[src/rtl/float_classify_stage_pkg.sv]
// Shared definitions for the float classification stage: class-mask bit
// positions in RISC-V fclass order and the operand word width helper.
package float_pkg;

  localparam int CLASS_WIDTH    = 10;
  localparam int CLASS_NEG_INF  = 0;
  localparam int CLASS_NEG_NORM = 1;
  localparam int CLASS_NEG_SUB  = 2;
  localparam int CLASS_NEG_ZERO = 3;
  localparam int CLASS_POS_ZERO = 4;
  localparam int CLASS_POS_SUB  = 5;
  localparam int CLASS_POS_NORM = 6;
  localparam int CLASS_POS_INF  = 7;
  localparam int CLASS_SNAN     = 8;
  localparam int CLASS_QNAN     = 9;

  typedef logic [CLASS_WIDTH-1:0] class_mask_t;

  function automatic int float_width(input int exponent_width, input int mantissa_width);
    return exponent_width + mantissa_width + 1;
  endfunction

endpackage

[src/rtl/float_classify_stage_if.sv]
// Upstream/downstream stream channels of the classification stage.
interface float_classify_stage_if #(
  parameter int W = 32
);
  import float_pkg::*;

  logic           in_valid;
  logic           in_ready;
  logic [W-1:0]   in_data;
  logic           out_valid;
  logic           out_ready;
  logic [W-1:0]   out_data;
  class_mask_t    out_class;

  modport slave (
    input  in_valid, in_data, out_ready,
    output in_ready, out_valid, out_data, out_class
  );

  modport master (
    output in_valid, in_data, out_ready,
    input  in_ready, out_valid, out_data, out_class
  );
endinterface

[src/rtl/float_classify_stage_is_special.sv]
// Decodes special encodings of a {sign, exponent, mantissa} word, honouring
// small formats that reserve no infinity and/or no NaN encodings.
module is_special_float #(
  parameter int EXPONENT_WIDTH = 8,
  parameter int MANTISSA_WIDTH = 23
) (
  input  logic [EXPONENT_WIDTH+MANTISSA_WIDTH:0] data_i,
  output logic                                   is_inf_o,
  output logic                                   is_zero_o,
  output logic                                   is_subnormal_o,
  output logic                                   is_snan_o,
  output logic                                   is_qnan_o
);
  localparam bit FMT_NO_SPECIALS = ((EXPONENT_WIDTH == 2) && (MANTISSA_WIDTH == 3)) ||
                                   ((EXPONENT_WIDTH == 3) && (MANTISSA_WIDTH == 2)) ||
                                   ((EXPONENT_WIDTH == 2) && (MANTISSA_WIDTH == 1));
  localparam bit FMT_E4M3        = (EXPONENT_WIDTH == 4) && (MANTISSA_WIDTH == 3);
  localparam bit HAS_INF         = !(FMT_NO_SPECIALS || FMT_E4M3);
  localparam bit HAS_NAN         = !FMT_NO_SPECIALS;

  logic [EXPONENT_WIDTH-1:0] exp_s;
  logic [MANTISSA_WIDTH-1:0] man_s;
  logic                      exp_max_s;
  logic                      exp_zero_s;
  logic                      man_zero_s;
  logic                      nan_s;

  assign exp_s      = data_i[EXPONENT_WIDTH+MANTISSA_WIDTH-1:MANTISSA_WIDTH];
  assign man_s      = data_i[MANTISSA_WIDTH-1:0];
  assign exp_max_s  = &exp_s;
  assign exp_zero_s = ~|exp_s;
  assign man_zero_s = ~|man_s;

  // E4M3 spends only the all-ones mantissa on NaN; the rest of its top binade is normal.
  assign nan_s          = HAS_NAN && exp_max_s && (FMT_E4M3 ? (&man_s) : !man_zero_s);
  assign is_inf_o       = HAS_INF && exp_max_s && man_zero_s;
  assign is_zero_o      = exp_zero_s && man_zero_s;
  assign is_subnormal_o = exp_zero_s && !man_zero_s;
  // Mantissa MSB set marks the signaling variant in this datapath's encoding.
  assign is_snan_o      = nan_s && man_s[MANTISSA_WIDTH-1];
  assign is_qnan_o      = nan_s && !man_s[MANTISSA_WIDTH-1];
endmodule

[src/rtl/float_classify_stage.sv]
// Registered classification stage with a skid buffer, producing an fclass-style
// one-hot mask plus sticky exception flags and a saturating special count.
module float_classify_stage
  import float_pkg::*;
#(
  parameter int EXPONENT_WIDTH = 8,
  parameter int MANTISSA_WIDTH = 23,
  parameter int COUNT_WIDTH    = 16
) (
  input  logic                   clk,
  input  logic                   rst_n,
  float_classify_stage_if.slave  bus,
  input  logic                   flags_clear,
  output logic                   flag_nan,
  output logic                   flag_snan,
  output logic                   flag_inf,
  output logic                   flag_subnormal,
  output logic [COUNT_WIDTH-1:0] special_count
);
  localparam int W = float_width(EXPONENT_WIDTH, MANTISSA_WIDTH);

  logic is_inf_s, is_zero_s, is_sub_s, is_snan_s, is_qnan_s;
  logic sign_s, accept_s, transfer_s, special_s;
  class_mask_t class_s;

  logic [W-1:0]     main_data_q, main_data_d, skid_data_q, skid_data_d;
  class_mask_t      main_class_q, main_class_d, skid_class_q, skid_class_d;
  logic             main_valid_q, main_valid_d, skid_valid_q, skid_valid_d;
  logic             flag_nan_q, flag_nan_d, flag_snan_q, flag_snan_d;
  logic             flag_inf_q, flag_inf_d, flag_sub_q, flag_sub_d;
  logic [COUNT_WIDTH-1:0] count_q, count_d, count_base_s;

  is_special_float #(
    .EXPONENT_WIDTH (EXPONENT_WIDTH),
    .MANTISSA_WIDTH (MANTISSA_WIDTH)
  ) u_is_special (
    .data_i         (bus.in_data),
    .is_inf_o       (is_inf_s),
    .is_zero_o      (is_zero_s),
    .is_subnormal_o (is_sub_s),
    .is_snan_o      (is_snan_s),
    .is_qnan_o      (is_qnan_s)
  );

  assign sign_s     = bus.in_data[W-1];
  assign accept_s   = bus.in_valid && !skid_valid_q;
  assign transfer_s = main_valid_q && bus.out_ready;
  assign special_s  = is_snan_s || is_qnan_s || is_inf_s || is_sub_s;

  always_comb begin
    class_s = '0;
    if (is_snan_s) begin
      class_s[CLASS_SNAN] = 1'b1;
    end else if (is_qnan_s) begin
      class_s[CLASS_QNAN] = 1'b1;
    end else if (is_inf_s) begin
      class_s[sign_s ? CLASS_NEG_INF : CLASS_POS_INF] = 1'b1;
    end else if (is_zero_s) begin
      class_s[sign_s ? CLASS_NEG_ZERO : CLASS_POS_ZERO] = 1'b1;
    end else if (is_sub_s) begin
      class_s[sign_s ? CLASS_NEG_SUB : CLASS_POS_SUB] = 1'b1;
    end else begin
      class_s[sign_s ? CLASS_NEG_NORM : CLASS_POS_NORM] = 1'b1;
    end
  end

  // Skid can only be occupied while main is stalled, so accept and skid drain never coincide.
  always_comb begin
    main_data_d  = main_data_q;
    main_class_d = main_class_q;
    main_valid_d = main_valid_q;
    skid_data_d  = skid_data_q;
    skid_class_d = skid_class_q;
    skid_valid_d = skid_valid_q;
    if (transfer_s && skid_valid_q) begin
      main_data_d  = skid_data_q;
      main_class_d = skid_class_q;
      skid_valid_d = 1'b0;
    end else if (transfer_s) begin
      main_valid_d = 1'b0;
    end else begin
      main_valid_d = main_valid_q;
    end
    if (accept_s && (!main_valid_q || transfer_s)) begin
      main_data_d  = bus.in_data;
      main_class_d = class_s;
      main_valid_d = 1'b1;
    end else if (accept_s) begin
      skid_data_d  = bus.in_data;
      skid_class_d = class_s;
      skid_valid_d = 1'b1;
    end else begin
      skid_valid_d = skid_valid_d;
    end
  end

  // A clear coinciding with an accept applies first, so the new word still registers.
  always_comb begin
    flag_nan_d   = flags_clear ? 1'b0 : flag_nan_q;
    flag_snan_d  = flags_clear ? 1'b0 : flag_snan_q;
    flag_inf_d   = flags_clear ? 1'b0 : flag_inf_q;
    flag_sub_d   = flags_clear ? 1'b0 : flag_sub_q;
    count_base_s = flags_clear ? '0 : count_q;
    count_d      = count_base_s;
    if (accept_s) begin
      flag_nan_d  = flag_nan_d  | class_s[CLASS_SNAN] | class_s[CLASS_QNAN];
      flag_snan_d = flag_snan_d | class_s[CLASS_SNAN];
      flag_inf_d  = flag_inf_d  | class_s[CLASS_NEG_INF] | class_s[CLASS_POS_INF];
      flag_sub_d  = flag_sub_d  | class_s[CLASS_NEG_SUB] | class_s[CLASS_POS_SUB];
      if (special_s && !(&count_base_s)) begin
        count_d = count_base_s + {{(COUNT_WIDTH-1){1'b0}}, 1'b1};
      end else begin
        count_d = count_base_s;
      end
    end else begin
      count_d = count_base_s;
    end
  end

  always_ff @(posedge clk or negedge rst_n) begin
    if (!rst_n) begin
      main_data_q  <= '0;
      main_class_q <= '0;
      main_valid_q <= 1'b0;
      skid_data_q  <= '0;
      skid_class_q <= '0;
      skid_valid_q <= 1'b0;
      flag_nan_q   <= 1'b0;
      flag_snan_q  <= 1'b0;
      flag_inf_q   <= 1'b0;
      flag_sub_q   <= 1'b0;
      count_q      <= '0;
    end else begin
      main_data_q  <= main_data_d;
      main_class_q <= main_class_d;
      main_valid_q <= main_valid_d;
      skid_data_q  <= skid_data_d;
      skid_class_q <= skid_class_d;
      skid_valid_q <= skid_valid_d;
      flag_nan_q   <= flag_nan_d;
      flag_snan_q  <= flag_snan_d;
      flag_inf_q   <= flag_inf_d;
      flag_sub_q   <= flag_sub_d;
      count_q      <= count_d;
    end
  end

  assign bus.in_ready   = !skid_valid_q;
  assign bus.out_valid  = main_valid_q;
  assign bus.out_data   = main_data_q;
  assign bus.out_class  = main_class_q;
  assign flag_nan       = flag_nan_q;
  assign flag_snan      = flag_snan_q;
  assign flag_inf       = flag_inf_q;
  assign flag_subnormal = flag_sub_q;
  assign special_count  = count_q;
endmodule

[src/flat_wrapper.sv]
// flat-port wrapper written by rule: the top's interface ports become plain ports
module float_classify_stage_flat import float_pkg::*;
#(
  parameter int EXPONENT_WIDTH = 8,
  parameter int MANTISSA_WIDTH = 23,
  parameter int COUNT_WIDTH    = 16
)
  (clk, rst_n, flags_clear, flag_nan, flag_snan, flag_inf, flag_subnormal, special_count, bus_in_valid, bus_in_data, bus_out_ready, bus_in_ready, bus_out_valid, bus_out_data, bus_out_class);
  float_classify_stage_if #(.W(32)) bus_i ();
  input  logic clk;
  input  logic rst_n;
  input  logic flags_clear;
  output logic flag_nan;
  output logic flag_snan;
  output logic flag_inf;
  output logic flag_subnormal;
  output logic [COUNT_WIDTH-1:0] special_count;
  input wire logic [$bits(bus_i.in_valid)-1:0] bus_in_valid;
  input wire logic [$bits(bus_i.in_data)-1:0] bus_in_data;
  input wire logic [$bits(bus_i.out_ready)-1:0] bus_out_ready;
  output wire logic [$bits(bus_i.in_ready)-1:0] bus_in_ready;
  output wire logic [$bits(bus_i.out_valid)-1:0] bus_out_valid;
  output wire logic [$bits(bus_i.out_data)-1:0] bus_out_data;
  output wire logic [$bits(bus_i.out_class)-1:0] bus_out_class;
  assign bus_i.in_valid = bus_in_valid;
  assign bus_i.in_data = bus_in_data;
  assign bus_i.out_ready = bus_out_ready;
  assign bus_in_ready = bus_i.in_ready;
  assign bus_out_valid = bus_i.out_valid;
  assign bus_out_data = bus_i.out_data;
  assign bus_out_class = bus_i.out_class;
  float_classify_stage #(.EXPONENT_WIDTH(EXPONENT_WIDTH), .MANTISSA_WIDTH(MANTISSA_WIDTH), .COUNT_WIDTH(COUNT_WIDTH)) u_core (.clk(clk), .rst_n(rst_n), .bus(bus_i), .flags_clear(flags_clear), .flag_nan(flag_nan), .flag_snan(flag_snan), .flag_inf(flag_inf), .flag_subnormal(flag_subnormal), .special_count(special_count));
endmodule
[config.mk]
export PLATFORM = sky130hd
export DESIGN_NAME = float_classify_stage_flat
export DESIGN_NICKNAME = d
export VERILOG_FILES = /design/src/rtl/float_classify_stage_pkg.sv /design/src/rtl/float_classify_stage_if.sv /design/src/rtl/float_classify_stage_is_special.sv /design/src/rtl/float_classify_stage.sv /design/src/flat_wrapper.sv
export SDC_FILE = /design/constraint.sdc
export NUM_CORES = 1
export LEC_CHECK = 0
export ABC_AREA = 0
export CAP_MARGIN = 20
export CORE_MARGIN = 2
export CORE_UTILIZATION = 40
export CTS_BUF_LIST = sky130_fd_sc_hd__clkbuf_2
export CTS_CLUSTER_DIAMETER = 60
export DETAILED_ROUTE_END_ITERATION = 16
export MAX_ROUTING_LAYER = met4
export PLACE_DENSITY = 0.7
export SLEW_MARGIN = 20
export SYNTH_ARGS = -nofsm -noshare
export SYNTH_HDL_FRONTEND = slang
export SYNTH_SLANG_ARGS = --single-unit
[constraint.sdc]
create_clock -name clk -period 3.56 [get_ports clk]
set_input_delay 0.356 -clock clk [delete_from_list [all_inputs] [get_ports clk]]
set_output_delay 0.356 -clock clk [all_outputs]
set_load 0.005 [all_outputs]
==> summary.json <==
{
  "layout": {
    "fill_cells": 1071,
    "area_delta_synth_final_pct": 26.7,
    "num_antenna_cells": 0,
    "share_of_layout_cells_above_drive_strength_1_pct": 7.85,
    "instances_no_fill": 716,
    "finalNetCount": 606
  },
  "floorplan": {
    "core-area_um2": 11400,
    "fp.dieH_um": 112,
    "die_width_um": 112,
    "num_io_pins": 101,
    "num_rows": 39,
    "initial_utilization_pct": 41.1,
    "dieArea_um2": 12600
  },
  "power": {
    "static-leakage-power_uw": 0.00272,
    "vdd.ir_drop.worst_uv": 292,
    "power.density_nw_per_um2": 584
  },
  "sta": {
    "timing.fmax_ghz": 0.427,
    "tns_ns": 0,
    "timing_max_transition_violations_final": 0,
    "worst_slew_margin_rel_pct": 45.7,
    "hold_slack_ns": 0.331,
    "hold_violations_final": 0,
    "post-route-min-period_ns": 2.34,
    "finalSetupViolations": 0,
    "unrepaired_setup_endpoints_after_global_routing": "no",
    "tightest_slew_ns": 0.811,
    "clock_skew_ns": 0.0281,
    "finalCritPeriodShare_pct": 65.8
  },
  "drt": {
    "routed_wirelength_um": 12100,
    "routedWlPerCell_um": 16.9,
    "routed_via_count": 3960,
    "firstDrtPassIters": 7,
    "initialDrtViolationCount": 327,
    "routed_via_count_divided_by_cell_count": 5.53,
    "drc_violations_left": 0,
    "antenna_violating_nets_remaining": 0
  },
  "place": {
    "numPortBuffers": 100,
    "detailed_place_hpwl_um": 8140,
    "dp_cells": 699,
    "gp_routability_congestion": 0.806
  },
  "worst_setup_path": {
    "critical_path.max_fanout": 13,
    "critical-path-top-delay-family": "simple AND/OR/NAND/NOR gates",
    "reg2reg_depth": 8,
    "startpoint_type": "input pin",
    "worst_setup_path_end_kind": "flop",
    "timing.critical_path.buf_inv": 1,
    "timing.critical_path.cells": "clkdlybuf4s50_1, nor4_1, nand4_1, o21ai_2, a211oi_1, mux2_2",
    "timing.critical_path.arrival_ns": 2.85,
    "crit_path_max_incr_delay_ns": 0.62,
    "worstPathRequired_ns": 4.07,
    "regToRegStartpoint": "u_core.special_count[0]$_DFF_PN0_",
    "timing.setup.critical_path_class": "input pin to flop",
    "r2r_slack_ns": 1.38,
    "critical_path_depth": 6,
    "critical_path.reg2reg.endpoint": "u_core.special_count[1]$_DFF_PN0_",
    "cp_slowest_cell": "o21ai_2"
  },
  "clock_network": {
    "cts_htree_levels": 3,
    "clk-insertion-delay-late_ns": 0.58,
    "clock_tree.buffer_depth": 2,
    "clock_sinks": 106,
    "cts_tree": "built",
    "clk_pin_slew_worst_setup_hold_paths_ns": 0.27,
    "cts_buffers": 9,
    "buffer_cell_driving_the_clock_tree_root": "clkbuf_2"
  },
  "synth": {
    "synth_enable_flop_cells": 0,
    "yosys_register_bits": 106,
    "synth_seq_area_share_pct": 56.5,
    "area_of_the_mapped_netlist_um2": 4690,
    "syn-num-nets": 513,
    "ys_async_sr_fraction_pct": 100,
    "postSynthCellCount": 475,
    "flip_flop_cell_with_the_highest_count_after_synthesis": "dfrtp_1",
    "synth_warnings": 0,
    "synth_cell_types": 46,
    "synthesis.area_per_instance_um2": 9.88
  },
  "grt": {
    "largest_net_degree_at_the_start_of_global_routing": 84,
    "grt.total_usage_pct": 20.4,
    "grt.met2_usage_pct": 31.4,
    "grt-ovfl-total": 0,
    "grt_pass1_vias": 4018,
    "use_met3_pct": 3.40,
    "grt_first_pass_wirelength_um": 20200,
    "grt_most_used_layer": "met2",
    "number_of_antenna_violations_at_the_first_check_in_global_routing": 0,
    "global_route.usage.met1_pct": 26.6
  },
  "min_path": {
    "worstHoldPathType": "input pin to async pin"
  },
  "job": {
    "drv.max_cap_violation_count": 0
  },
  "run_status": {
    "status": "finished clean"
  }
}
-- cell usage after synthesis (all sizes together), types with 2 or more instances --
| cell | count | area [um^2] |
|---|---|---|
| nand2 | 126 | 473 |
| dfrtp | 106 | 2650 |
| inv | 36 | 135 |
| a222oi | 30 | 300 |
| clkbuf | 25 | 93.8 |
| o21ai | 24 | 124 |
| nor2 | 19 | 78.8 |
| nor4 | 11 | 68.8 |
| nand3 | 10 | 50.1 |
| nor2b | 10 | 62.6 |
| a22oi | 9 | 67.6 |
| mux2 | 8 | 90.1 |
| a21oi | 5 | 28.8 |
| nand4 | 5 | 31.3 |
| or3 | 5 | 31.3 |
| buf | 4 | 35.0 |
| a2111o | 3 | 33.8 |
| nand4b | 3 | 26.3 |
| nor3 | 3 | 15.0 |
| o2bb2ai | 3 | 26.3 |
| o41ai | 3 | 26.3 |
| or2 | 3 | 18.8 |
| xnor2 | 3 | 26.3 |
| a211oi | 2 | 15.0 |
| and2 | 2 | 12.5 |
| and3 | 2 | 12.5 |
| mux2i | 2 | 20.0 |
| or4 | 2 | 22.5 |
-- worst reg2reg max path, delay by kind of cell (launching register included) --
kind / cells / cell delay (ns)
compound gates: 2 / 0.19
buf+inv: 1 / 0.21
fa+ha+maj: 1 / 0.25
simple gates: 3 / 0.70
flops: 1 / 0.46
mux: 1 / 0.29
-- layout by cell type (no fill, tap or decap), types with 4 or more instances in the layout --
cell type / synthesis / routed
mux2_2: 6 / 6
nand2_1: 126 / 126
o21ai_0: 21 / 21
a22oi_1: 9 / 9
a222oi_1: 30 / 30
clkdlybuf4s50_1: 0 / 99
dfrtp_1: 106 / 106
buf_4: 1 / 9
a21oi_1: 4 / 4
nor4_1: 11 / 11
nand3_1: 10 / 10
clkbuf_2: 0 / 10
inv_1: 36 / 36
nand4_1: 5 / 5
or3_1: 5 / 5
nor2b_1: 10 / 10
nor2_1: 18 / 17
-- metrics by stage --
step	power, uW	setup slack [ns]	utilization, %	area, um^2
floorplan	2360	1.38	-	4690
global placement	2950	0.632	51.0	5820
detailed placement	3050	0.591	51.2	5850
CTS	3520	1.27	52.0	5940
global route	3710	1.12	52.1	5950
finish	3470	1.22	52.1	5950
-- power breakdown --
part	internal, uW	leakage, uW	switching [uW]	total [uW]
Clock	88.3	0.0000551	380	468
Sequential	1550	0.00139	199	1750
Combinational	632	0.00128	622	1250
-- what timing repair did --
action	CTS	global route
hold buffers	1	0
hold endpoints to repair	82	0
setup buffers	0	0
gates resized for setup	0	0
-- kinds of logic after synthesis --
kind of cell             Yosys count  share of synthesized area, %
XOR/XNOR                           4                         0.747
adder cells (fa/ha/maj)            1                         0.267
flip-flops                       106                          56.5
AND/OR/NAND/NOR                  204                          20.0
AO/OA/AOI/OAI                     85                          14.5
multiplexers                      10                          2.35
buffers and inverters             65                          5.63
-- worst max-delay path by stage --
stage	from	to	slack (ns)
after floorplan	flags_clear	u_core.special_count[1]$_DFF_PN0_	1.38
after global placement	bus_in_data[22]	u_core.special_count[3]$_DFF_PN0_	0.63
after detailed placement	bus_in_data[22]	u_core.special_count[4]$_DFF_PN0_	0.59
after CTS	bus_in_data[22]	u_core.special_count[4]$_DFF_PN0_	1.27
after global routing	bus_in_data[22]	u_core.special_count[4]$_DFF_PN0_	1.12
final	bus_in_data[22]	u_core.special_count[4]$_DFF_PN0_	1.22
-- cell type report --
type                            count  area [um^2]  share of cell area (%)
Clock buffer                       10         50.0                   0.842
Clock inverter                      6         33.8                   0.568
Inverter                           36          135                    2.27
Multi-Input combinational cell    304         1790                    30.1
Sequential cell                   106         2650                    44.6
Tap cell                          143          179                    3.01
Timing Repair Buffer              111         1110                    18.6
-- flip-flops by register name (all words and copies together) (netlist names) --
register,count
u_core.bus.out_class,10
u_core.bus.out_data,32
u_core.bus.out_valid,1
u_core.flag_inf,1
u_core.flag_nan,1
u_core.flag_snan,1
u_core.flag_subnormal,1
u_core.skid_class_q,10
u_core.skid_data_q,32
u_core.skid_valid_q,1
u_core.special_count,16
-- routing by layer --
metal	part of all wire [%]	wire length, um
met5	0	0
met4	2.4	295
met3	5.0	608
met2	49	5980
met1	43	5200
(Power assumes the default switching activity.)
==> edit: new RTL, same flow settings <==
Register the output `flag_snan` once more, with the module's reset; this adds one clock of latency there. The other outputs are not delayed to match.
--- a/src/rtl/float_classify_stage.sv
+++ b/src/rtl/float_classify_stage.sv
@@ -152,3 +152,9 @@
   assign flag_nan       = flag_nan_q;
-  assign flag_snan      = flag_snan_q;
+  always_ff @(posedge clk or negedge rst_n) begin
+    if (!rst_n) begin
+      flag_snan <= '0;
+    end else begin
+      flag_snan <= flag_snan_q;
+    end
+  end
   assign flag_inf       = flag_inf_q;
Check against the original RTL: not equivalent (a bounded check fails within 4 cycles, from zero or initial values and one cycle with rst_n low).
==> edit against the original RTL <==
- clock skew increased by 0.013 ns
- worst setup slack got worse by 0.11 ns
- count of clock-buffer cells in the layout increased by 1
- wire length decreased by 0.17%
- total power increased by 1.6%
- area after synthesis increased by 0.19%
- cell area increased by 0.27%
- largest power group unchanged
- die area increased by 0.18%
- sequential cell count increased by 1
==> edit: results (changes against the original RTL) <==
* Combinational share of power at 34.4% (-1.7 points)
* Drt wl/cell at 17.1 um (+1.1%)
* FILL cells at 1,028 (-4.0%)
* First-pass GRT wire length at 19.5 mm (-3.0%)
* Final Wtd Congestion at 0.859 (+6.5%)
* Largest net degree at the start of global routing at 67 (-20%)
* Clk network pwr share at 15.4% (+1.9 points)
* Reg2Reg Depth at 7 (-1)
* Psw at 1.19 mW (-0.45%)
* Rel. slew slack at 37.0% (-8.7 points)
* Status: finished, final reports clean
* Clock Latency Late Sink at 0.56 ns (-0.02 ns)
* Routed wl met3 at 704 um (+16%)
* PostCTS Resize Cnt at 0 (unchanged)
* Worst path max stage delay at 0.46 ns (-0.16 ns)
* CP max stage cell: dfrtp_1
* DR vias/cell at 5.51 (-0.36%)
* Clock Skew at 0.0411 ns (+0.0130 ns)
* Post-synthesis sequential area ratio at 57.0% (+0.43 points)
* Ratio of cells with drive above 1 in the final layout at 7.45% (-0.41 points)
* Post-Syn Nets at 504 (-1.8%)
* Hold Path Class: in -> reg
* Commonest cells post-synth: nand2_1, dfrtp_1, inv_1, a222oi_1, clkbuf_1
* Top area cells in the synthesized netlist: dfrtp_1, nand2_1, a222oi_1
* Area post-placement at 5850 sq um (about the same)
* Max VDD drop at 0.320 mV (+9.4%)
* Vias in the first global route at 3,875 (-3.6%)
* GR Util All Layers at 19.7% (-0.64 points)
* Final #Nets at 598 (-1.3%)
* DP Wirelength at 8.29 mm (+1.9%)
* Crit Path Max Fanout at 15 (+2)
edit: cell count changes after synthesis, moves of 3 or more:
cell	delta
mux2_2	-4
nor2_1	-7
nor4_1	-5
or3_1	-3
xnor2_1	+4
edit: area by class of cell:
cell class                 instances  area (sq um)  share of cell area (%)
tap                              143           179                    3.00
multi-input combinational        296          1790                    30.0
sequential                       107          2680                    44.9
timing repair buffer             110          1080                    18.0
clock buffer                      11          55.1                   0.923
inverter                          36           135                    2.27
clock inverter                     4          51.3                   0.860
edit: logic make-up after synthesis:
logic type	Yosys count	share of synthesized area, %
compound gates	89	15.6
xor+xnor	7	1.30
fa+ha+maj	1	0.266
buf+inv	63	5.27
flops	107	57.0
mux	8	1.89
simple gates	191	18.7
edit: final timing paths:
check                                             startpoint                                  to  slack (ns)
min in group asynchronous                              rst_n  u_core.bus.out_data[7]$_DFFE_PN0P_        0.38
hold reg to reg                 u_core.flag_snan_q$_DFF_PN0_          u_core.flag_snan$_DFF_PN0_        0.42
hold / removal                                bus_in_data[4]   u_core.skid_data_q[4]$_DFFE_PN0P_        0.34
setup / recovery           u_core.special_count[1]$_DFF_PN0_   u_core.special_count[1]$_DFF_PN0_        1.11
setup reg to reg           u_core.special_count[1]$_DFF_PN0_   u_core.special_count[1]$_DFF_PN0_        1.11
max in group asynchronous                              rst_n          u_core.flag_snan$_DFF_PN0_        2.32
edit: metrics by stage:
stage               setup slack, ns  utilization, %  instances  power, mW
floorplan                      1.37               -        466       2.38
global placement              0.663            51.0        691       2.96
detailed placement            0.599            51.0        691       3.03
CTS                            1.14            52.0        707       3.56
global route                  0.978            52.0        707       3.76
finish                         1.11            52.0        707       3.53
edit: metal layers:
metal	track usage, %	up-vias
li1	-	1831
met3	3.08	10
met5	-	-
met4	4.80	0
met2	31.7	141
met1	26.6	1914
